==> config.mk <==
export PLATFORM = sky130hd
export DESIGN_NAME = router_reg_pkt
export DESIGN_NICKNAME = d
export VERILOG_FILES = /design/src/rtl/router_reg_pkt.sv
export SDC_FILE = /design/constraint.sdc
export NUM_CORES = 1
export LEC_CHECK = 0
export CORE_MARGIN = 2
export CORE_UTILIZATION = 35
export CTS_CLUSTER_DIAMETER = 80
export DETAILED_ROUTE_END_ITERATION = 10
export GPL_TIMING_DRIVEN = 0
export PLACE_DENSITY = 0.57
export SYNTH_ARGS = -nofsm -noshare
export SYNTH_HDL_FRONTEND = slang
export SYNTH_SLANG_ARGS = --single-unit
==> constraint.sdc <==
create_clock -name clk -period 1.7 [get_ports clk]
set_input_delay 0.17 -clock clk [delete_from_list [all_inputs] [get_ports clk]]
set_output_delay 0.17 -clock clk [all_outputs]
set_load 0.005 [all_outputs]
==> src/rtl/router_reg_pkt.sv <==
// router_reg_pkt: router input-stage byte register with hold stall, parity/length accounting and error flags.
module router_reg_pkt #(
  parameter int DATA_W = 8,
  parameter int ADDR_W = 2,
  parameter int NUM_PORTS = 3,
  parameter int PARITY_ODD = 0,
  parameter int LEN_CHECK = 1
) (
  input  logic              clk,
  input  logic              rst,
  input  logic              pkt_valid,
  input  logic [DATA_W-1:0] data_in,
  input  logic              fifo_full,
  input  logic              detect_add,
  input  logic              lfd_state,
  input  logic              ld_state,
  input  logic              laf_state,
  input  logic              rst_int_reg,
  output logic [DATA_W-1:0] dout,
  output logic              dout_valid,
  output logic              parity_done,
  output logic              low_pkt_valid,
  output logic              parity_err,
  output logic              len_err,
  output logic              addr_err
);
  localparam int CW = DATA_W - ADDR_W + 1;
  localparam logic [DATA_W-1:0] PMASK = (PARITY_ODD != 0) ? '1 : '0;
  logic [DATA_W-1:0] header_q, hold_q, ip, pp;
  logic [CW-1:0] pc, len;
  logic hold_v, hold_pay, addr_ok, ld_go, laf_go, pay_ld, pay_laf, par_ld, par_laf, clr;
  always_comb begin
    addr_ok = 32'(data_in[ADDR_W-1:0]) < NUM_PORTS;
    len     = CW'(header_q[DATA_W-1:ADDR_W]);
    ld_go   = ld_state & ~fifo_full;
    laf_go  = laf_state & hold_v;
    pay_ld  = ld_go & pkt_valid;
    pay_laf = laf_go & hold_pay;
    par_ld  = ld_go & ~pkt_valid;
    par_laf = laf_go & ~hold_pay;
    clr     = detect_add | rst_int_reg;
  end
  always_ff @(posedge clk) begin
    if (!rst) begin
      header_q <= '0;
      hold_q   <= '0;
      hold_v   <= 1'b0;
      hold_pay <= 1'b0;
      addr_err <= 1'b0;
      dout     <= '0;
      dout_valid <= 1'b0;
    end else begin
      addr_err <= detect_add & pkt_valid & ~addr_ok;
      if (detect_add & pkt_valid & addr_ok) header_q <= data_in;
      if (detect_add) hold_v <= 1'b0;
      else if (ld_state & fifo_full) begin
        hold_q   <= data_in;
        hold_v   <= 1'b1;
        hold_pay <= pkt_valid;
      end else if (laf_state) hold_v <= 1'b0;
      dout_valid <= lfd_state | ld_go | laf_go;
      if (lfd_state) dout <= header_q;
      else if (ld_go) dout <= data_in;
      else if (laf_go) dout <= hold_q;
    end
  end
  // Per-packet accounting; the parity byte itself never enters ip or pc.
  always_ff @(posedge clk) begin
    if (!rst || clr) begin
      ip <= '0;
      pc <= '0;
      pp <= '0;
      parity_done   <= 1'b0;
      low_pkt_valid <= 1'b0;
    end else begin
      ip <= ip ^ (lfd_state ? header_q : '0) ^ (pay_ld ? data_in : '0) ^ (pay_laf ? hold_q : '0);
      if ((pay_ld | pay_laf) && !(&pc)) pc <= pc + 1'b1;
      if ((par_ld | par_laf) && !parity_done) begin
        pp <= par_ld ? data_in : hold_q;
        parity_done <= 1'b1;
      end
      if (ld_state & ~pkt_valid) low_pkt_valid <= 1'b1;
    end
  end
  always_ff @(posedge clk) begin
    if (!rst) begin
      parity_err <= 1'b0;
      len_err    <= 1'b0;
    end else begin
      parity_err <= parity_done & (pp != (ip ^ PMASK));
      len_err    <= (LEN_CHECK != 0) & parity_done & (pc != len);
    end
  end
endmodule
==> results.py, run 1 <==
metrics = {
    "synthesis": {
        "synth_enable_flop_cells": 0,
        "yosys_warnings": 0,
        "syn_nets": 324,
        "ys_seq_area_frac": 0.4061,
        "synthTopCellsByArea": "dfxtp_1 41%, mux2i_1 8.9%, nand2_1 6.5%, xor2_1 5.2%, xnor2_1 4.5%",
        "synthArstFlopShare": 0,
        "avgSynthCellArea_um2": 8.861,
        "synthCells": 306,
        "yosysMostFrequentCell": "dfxtp_1",
        "synth_top_area_cell": "dfxtp_1",
        "synth_cell_types": 44,
        "synth_common_cells": "55 x dfxtp_1, 47 x nand2_1, 24 x mux2i_1",
        "netlist.area_leader.share": 0.4061,
        "syn_area_um2": 2711,
        "synthFlopType": "dfxtp_1",
        "yosys_register_bits": 55,
    },
    "global_route": {
        "antenna_found_initial": 0,
        "grt_pass1_wl_um": 11560,
        "overflow": 0,
        "grt_start_max_net_pins": 16,
        "track_usage": 0.1763,
        "grt_pass1_vias": 2167,
    },
    "detailed_routing": {
        "drc": 0,
        "drtIter0Drc": 150,
        "via_per_inst": 5.056,
        "vias": 2240,
        "ant_nets": 0,
        "wl_um": 7109,
        "drt-wirelength-per-cell_um": 16.05,
        "drtPass1Iterations": 5,
    },
    "placed_design": {
        "finalWeightedCongestion": 0.8370,
        "dp_cells": 436,
        "dpl-instance-area_um2": 3119,
        "numPortBuffers": 28,
        "pre_cts_ws_ns": -0.5507,
        "place_hpwl_um": 5218,
    },
    "sta": {
        "fin_crit_ns": 1.597,
        "hold_ws_ns": 0.2088,
        "hold_viol_final": 0,
        "slew_headroom": 0.6321,
        "tightestPinTransition_ns": 0.5519,
        "drv_slew": 0,
        "worst_clock_skew_ns": 0.01048,
        "rsz0062_at_grt": "no",
        "finalCritPeriodShare": 0.9394,
        "final.setup.worst_slack_ns": 0.1031,
        "max_freq_mhz": 626.2,
        "setup_viol": 0,
    },
    "cts": {
        "cts_tree": "yes",
        "cts_inserted_buffers": 5,
        "cts_hold_buf": 0,
        "clock-sinks": 55,
        "clockBufferDepth": 2,
        "cts_root_buf": "clkbuf_8",
        "clk_latency_ns": 0.31,
        "cts.htree.levels": 2,
        "clk_pin_slew_ns": 0.10,
    },
    "floorplanning": {
        "die_h_um": 92.02,
        "die_area_um2": 8467,
        "start_util": 0.3564,
        "core_area_um2": 7607,
        "rows": 32,
        "ios": 31,
        "die_w_um": 92.02,
    },
    "job": {
        "max-cap-violations": 0,
    },
    "setup_path": {
        "worstPathCellList": "clkdlybuf4s50_1 > nand2b_2 > and2_0 > clkbuf_1 > a222oi_1 > a21oi_1",
        "startpoint_type": "input pin",
        "max_stage_delay_ns": 0.59,
        "crit_path_top_delay_cell": "clkdlybuf4s50_1",
        "required_ns": 1.88,
        "endpoint_kind": "register",
        "arrival_ns": 1.78,
        "cp_max_fo": 6,
        "cp_num_buf_inv": 2,
        "cp_top_family": "buffers and inverters",
        "crit_type": "in2reg",
    },
    "finish": {
        "drive_gt1_frac": 0.08504,
        "final_cells": 443,
        "stdcell_area_um2": 3253,
        "synthToLayoutAreaGrowth_pct": 19.98,
        "antennaDiodeCount": 0,
        "fin_nets": 359,
    },
    "worst_hold_path": {
        "min_path_type": "in2reg",
    },
    "pwr": {
        "p_per_area_nw_per_um2": 777.2,
        "power_w": 0.002528,
        "ir_worst_vdd_mv": 0.3876,
        "p_leak_nw": 1.280,
    },
    "status": {
        "status": "finished clean",
    },
}
[stage by stage]
stage / utilization / TNS [ns]
2_1_floorplan: - / 0
3_5_place_dp: 0.4100 / -17.48
4_1_cts: 0.4253 / 0
5_1_grt: 0.4276 / 0
3_3_place_gp: 0.4100 / -16.55
6_report: 0.4276 / 0
[cells in the final DEF, fill, tap and decap left out, drive strengths merged, types with 4 or more instances in the layout]
cell,instances
xor2,16
nor2b,15
a311oi,8
buf,6
a222oi,4
a21oi,10
nand2,47
clkbuf,20
nor2,21
mux2i,24
o21ai,16
clkdlybuf4s50,27
inv,5
dfxtp,55
nand3,12
xnor2,14
[worst paths after layout]
kind,start,endpoint,slack (ns),depth (start not counted)
worst max-delay path,ld_state,dout[2],0.10,6
worst min-delay path,data_in[0],addr_err,0.21,3
worst min register to register,low_pkt_valid,low_pkt_valid,0.48,2
worst max register to register,pc[0],pc[5],0.17,5
[cell type report]
cell class	count	area, µm²
clock buffers	6	72.57
inverters	5	18.77
plain buffers	19	102.6
multi-input cells	226	1510
flip-flops and latches	55	1101
well taps	102	127.6
repair buffers	29	290.3
fillers	790	4354
clock inverters	1	30.03
[worst reg2reg max path, cell delays in order, from the launching register on]
cell     delay (ns)
dfxtp_1        0.38
ha_1           0.27
nand3_1        0.15
o22ai_2        0.13
or4_1          0.48
nand2_1        0.07
[power by group]
group | switching [W] | internal, W
Combinational | 0.000171 | 0.000154
Clock | 0.000417 | 0.000433
Sequential | 0.0000291 | 0.00132
[cell families after synthesis]
kind of cell             share of synthesized area
multiplexers                               0.09691
flip-flops                                  0.4061
AO/OA/AOI/OAI                               0.1380
XOR/XNOR                                    0.1135
adder cells (fa/ha/maj)                   0.004614
AND/OR/NAND/NOR                             0.2007
buffers and inverters                      0.04015
[timing repair]
item	in CTS	in global routing
gates resized for setup	6	12
pin swaps	0	0
setup buffers	1	0
endpoints found under the setup margin	38	15
[registers in the layout (all words and copies together) (netlist names)]
signal / flops
addr_err: 1
dout: 8
dout_valid: 1
header_q: 8
hold_pay: 1
hold_q: 8
hold_v: 1
ip: 8
len_err: 1
low_pkt_valid: 1
parity_done: 1
parity_err: 1
pc: 7
pp: 8
[metal layers]
metal / routed length (µm) / vias up / global-route usage
met2: 3315 / 53 / 0.2837
met5: 0 / - / 0
met4: 80 / 0 / 0.04851
li1: - / 1130 / -
met3: 355 / 6 / 0.03040
met1: 3357 / 1051 / 0.2442
No activity file was read; power rests on OpenSTA's default activity.
==> inputs of run 2 (changes only) <==
- CELL_PAD_IN_SITES_DETAIL_PLACEMENT: not set -> 1
- CELL_PAD_IN_SITES_GLOBAL_PLACEMENT: not set -> 1
- GPL_TIMING_DRIVEN: 0 -> not set
- PLACE_DENSITY: 0.57 -> 0.7
==> run 2 against run 1 <==
Effect of this change:
- cell count grew 3.6%
- global-route usage grew 1.5 points
- worst setup slack gained 0.0024 ns
- utilization grew 2.1 points
- critical path depth shrank 1
- via count grew 6.1%
- largest power group unchanged
- clock power shrank 12%
==> results.py, run 2 (synthesized netlist as in run 1, its figures left out) <==
metrics = {
    "status": {
        "status": "finished clean",
    },
    "placed_design": {
        "place_hpwl_um": 5844,
        "pre_cts_ws_ns": -0.2063,
        "finalWeightedCongestion": 0.7780,
        "dp_cells": 451,
        "numPortBuffers": 30,
    },
    "setup_path": {
        "cp_top_family": "simple AND/OR/NAND/NOR gates",
        "rrSetupSlack_ns": 0.17,
        "cp_max_fo": 7,
        "required_ns": 1.90,
        "worstPathCellList": "clkdlybuf4s50_1 > nand2b_1 > and2_0 > a222oi_1 > a21oi_1",
        "max_stage_delay_ns": 0.43,
        "endpoint_kind": "register",
        "cp_num_buf_inv": 1,
        "crit_path_top_delay_cell": "a222oi_1",
        "startpoint_type": "input pin",
        "arrival_ns": 1.79,
        "crit_type": "in2reg",
    },
    "cts": {
        "clk_pin_slew_ns": 0.10,
        "cts_inserted_buffers": 5,
        "clk_latency_ns": 0.31,
        "cts_root_buf": "clkbuf_8",
        "cts_tree": "yes",
        "cts_setup_buffers": 0,
        "cts.htree.levels": 2,
        "cts_resized": 0,
        "clockBufferDepth": 2,
        "clock-sinks": 55,
        "cts_hold_buf": 0,
    },
    "floorplanning": {
        "die_area_um2": 8467,
        "die_w_um": 92.02,
        "ios": 31,
        "rows": 32,
        "core_area_um2": 7607,
        "start_util": 0.3564,
        "die_h_um": 92.02,
    },
    "global_route": {
        "grtUsageMet1": 0.2541,
        "track_usage": 0.1911,
        "grtUsageMet3": 0.03122,
        "top_usage_layer": "met2",
        "grt_start_max_net_pins": 30,
        "grt_pass1_wl_um": 12830,
        "overflow": 0,
        "antenna_found_initial": 0,
        "grt_pass1_vias": 2509,
        "gr-usage-met2": 0.3346,
    },
    "sta": {
        "final.setup.worst_slack_ns": 0.1054,
        "hold_viol_final": 0,
        "fin_crit_ns": 1.595,
        "finalCritPeriodShare": 0.9380,
        "rsz0062_at_grt": "no",
        "drv_slew": 0,
        "tightestPinTransition_ns": 0.3947,
        "setup_viol": 0,
        "worst_clock_skew_ns": 0.005841,
        "fin_tns_setup_ns": 0,
        "slew_headroom": 0.7359,
        "hold_ws_ns": 0.4781,
        "max_freq_mhz": 627.1,
    },
    "detailed_routing": {
        "ant_nets": 0,
        "via_per_inst": 5.176,
        "vias": 2376,
        "wl_um": 7712,
        "drtIter0Drc": 108,
        "drtPass1Iterations": 5,
        "drt-wirelength-per-cell_um": 16.80,
        "drc": 0,
    },
    "pwr": {
        "p_per_area_nw_per_um2": 723.1,
        "p_leak_nw": 1.376,
        "power_switching_w": 0.0006604,
        "sequentialPowerShare": 0.549,
        "power_w": 0.002470,
        "intPower_w": 0.001809,
        "ir_worst_vdd_mv": 0.4772,
        "switching_share": 0.2674,
        "combPwrFrac": 0.148,
        "power_frac_clock": 0.303,
    },
    "finish": {
        "antennaDiodeCount": 0,
        "synthToLayoutAreaGrowth_pct": 25.98,
        "final_common_cell": "dfxtp_1",
        "final_cells": 459,
        "fin_nets": 374,
        "final_cell_mix": "55 x dfxtp_1, 47 x nand2_1, 31 x buf_4, 30 x clkdlybuf4s50_1, 24 x mux2i_1",
        "drive_gt1_frac": 0.1317,
    },
    "job": {
        "max-cap-violations": 0,
    },
    "worst_hold_path": {
        "min_path_type": "reg2reg",
    },
}
run 2: path summary, 6_finish.rpt:
check                                to  depth (start not counted)  startpoint
worst min-delay path              pc[6]                          2       pc[6]
worst max register to register    pc[1]                          6       pc[1]
worst min register to register    pc[6]                          2       pc[6]
worst max-delay path            dout[3]                          5   fifo_full
run 2: area by class of cell:
type,instances,area [µm²]
tap,102,127.6
fill,907,4192
sequential,55,1101
timing repair buffer,63,573.1
clock buffer,5,68.82
multi-input combinational,226,1501
clock inverter,3,25.02
inverter,5,18.77
run 2: power by group through the flow:
stage	Combinational [W]	Clock, W	Sequential, W
detailed placement	0.000367	0	0.00139
global route	0.000402	0.000826	0.00136
floorplan	0.000183	0	0.00138
CTS	0.000369	0.000775	0.00136
finish	0.000364	0.000749	0.00136
global placement	0.000357	0	0.00139
run 2: routing by layer:
layer  vias up  routed length, µm
li1       1162                  -
met4         0                 58
met1      1157               3575
met3         6                271
met2        51               3807
met5         -                  0
run 2: worst register-to-register path, cell delays in order, from the launching register on:
cell and delay [ns]:
dfxtp_1 0.45, ha_1 0.26, nand3_1 0.16, o22ai_2 0.16
buf_4 0.17, mux2i_1 0.19, nor2_1 0.05
run 2: metrics by stage:
stage               cell area, µm²    util
global placement              3322  0.4367
detailed placement            3322  0.4367
floorplan                     2711       -
global route                  3416  0.4490
finish                        3416  0.4490
CTS                           3416  0.4490
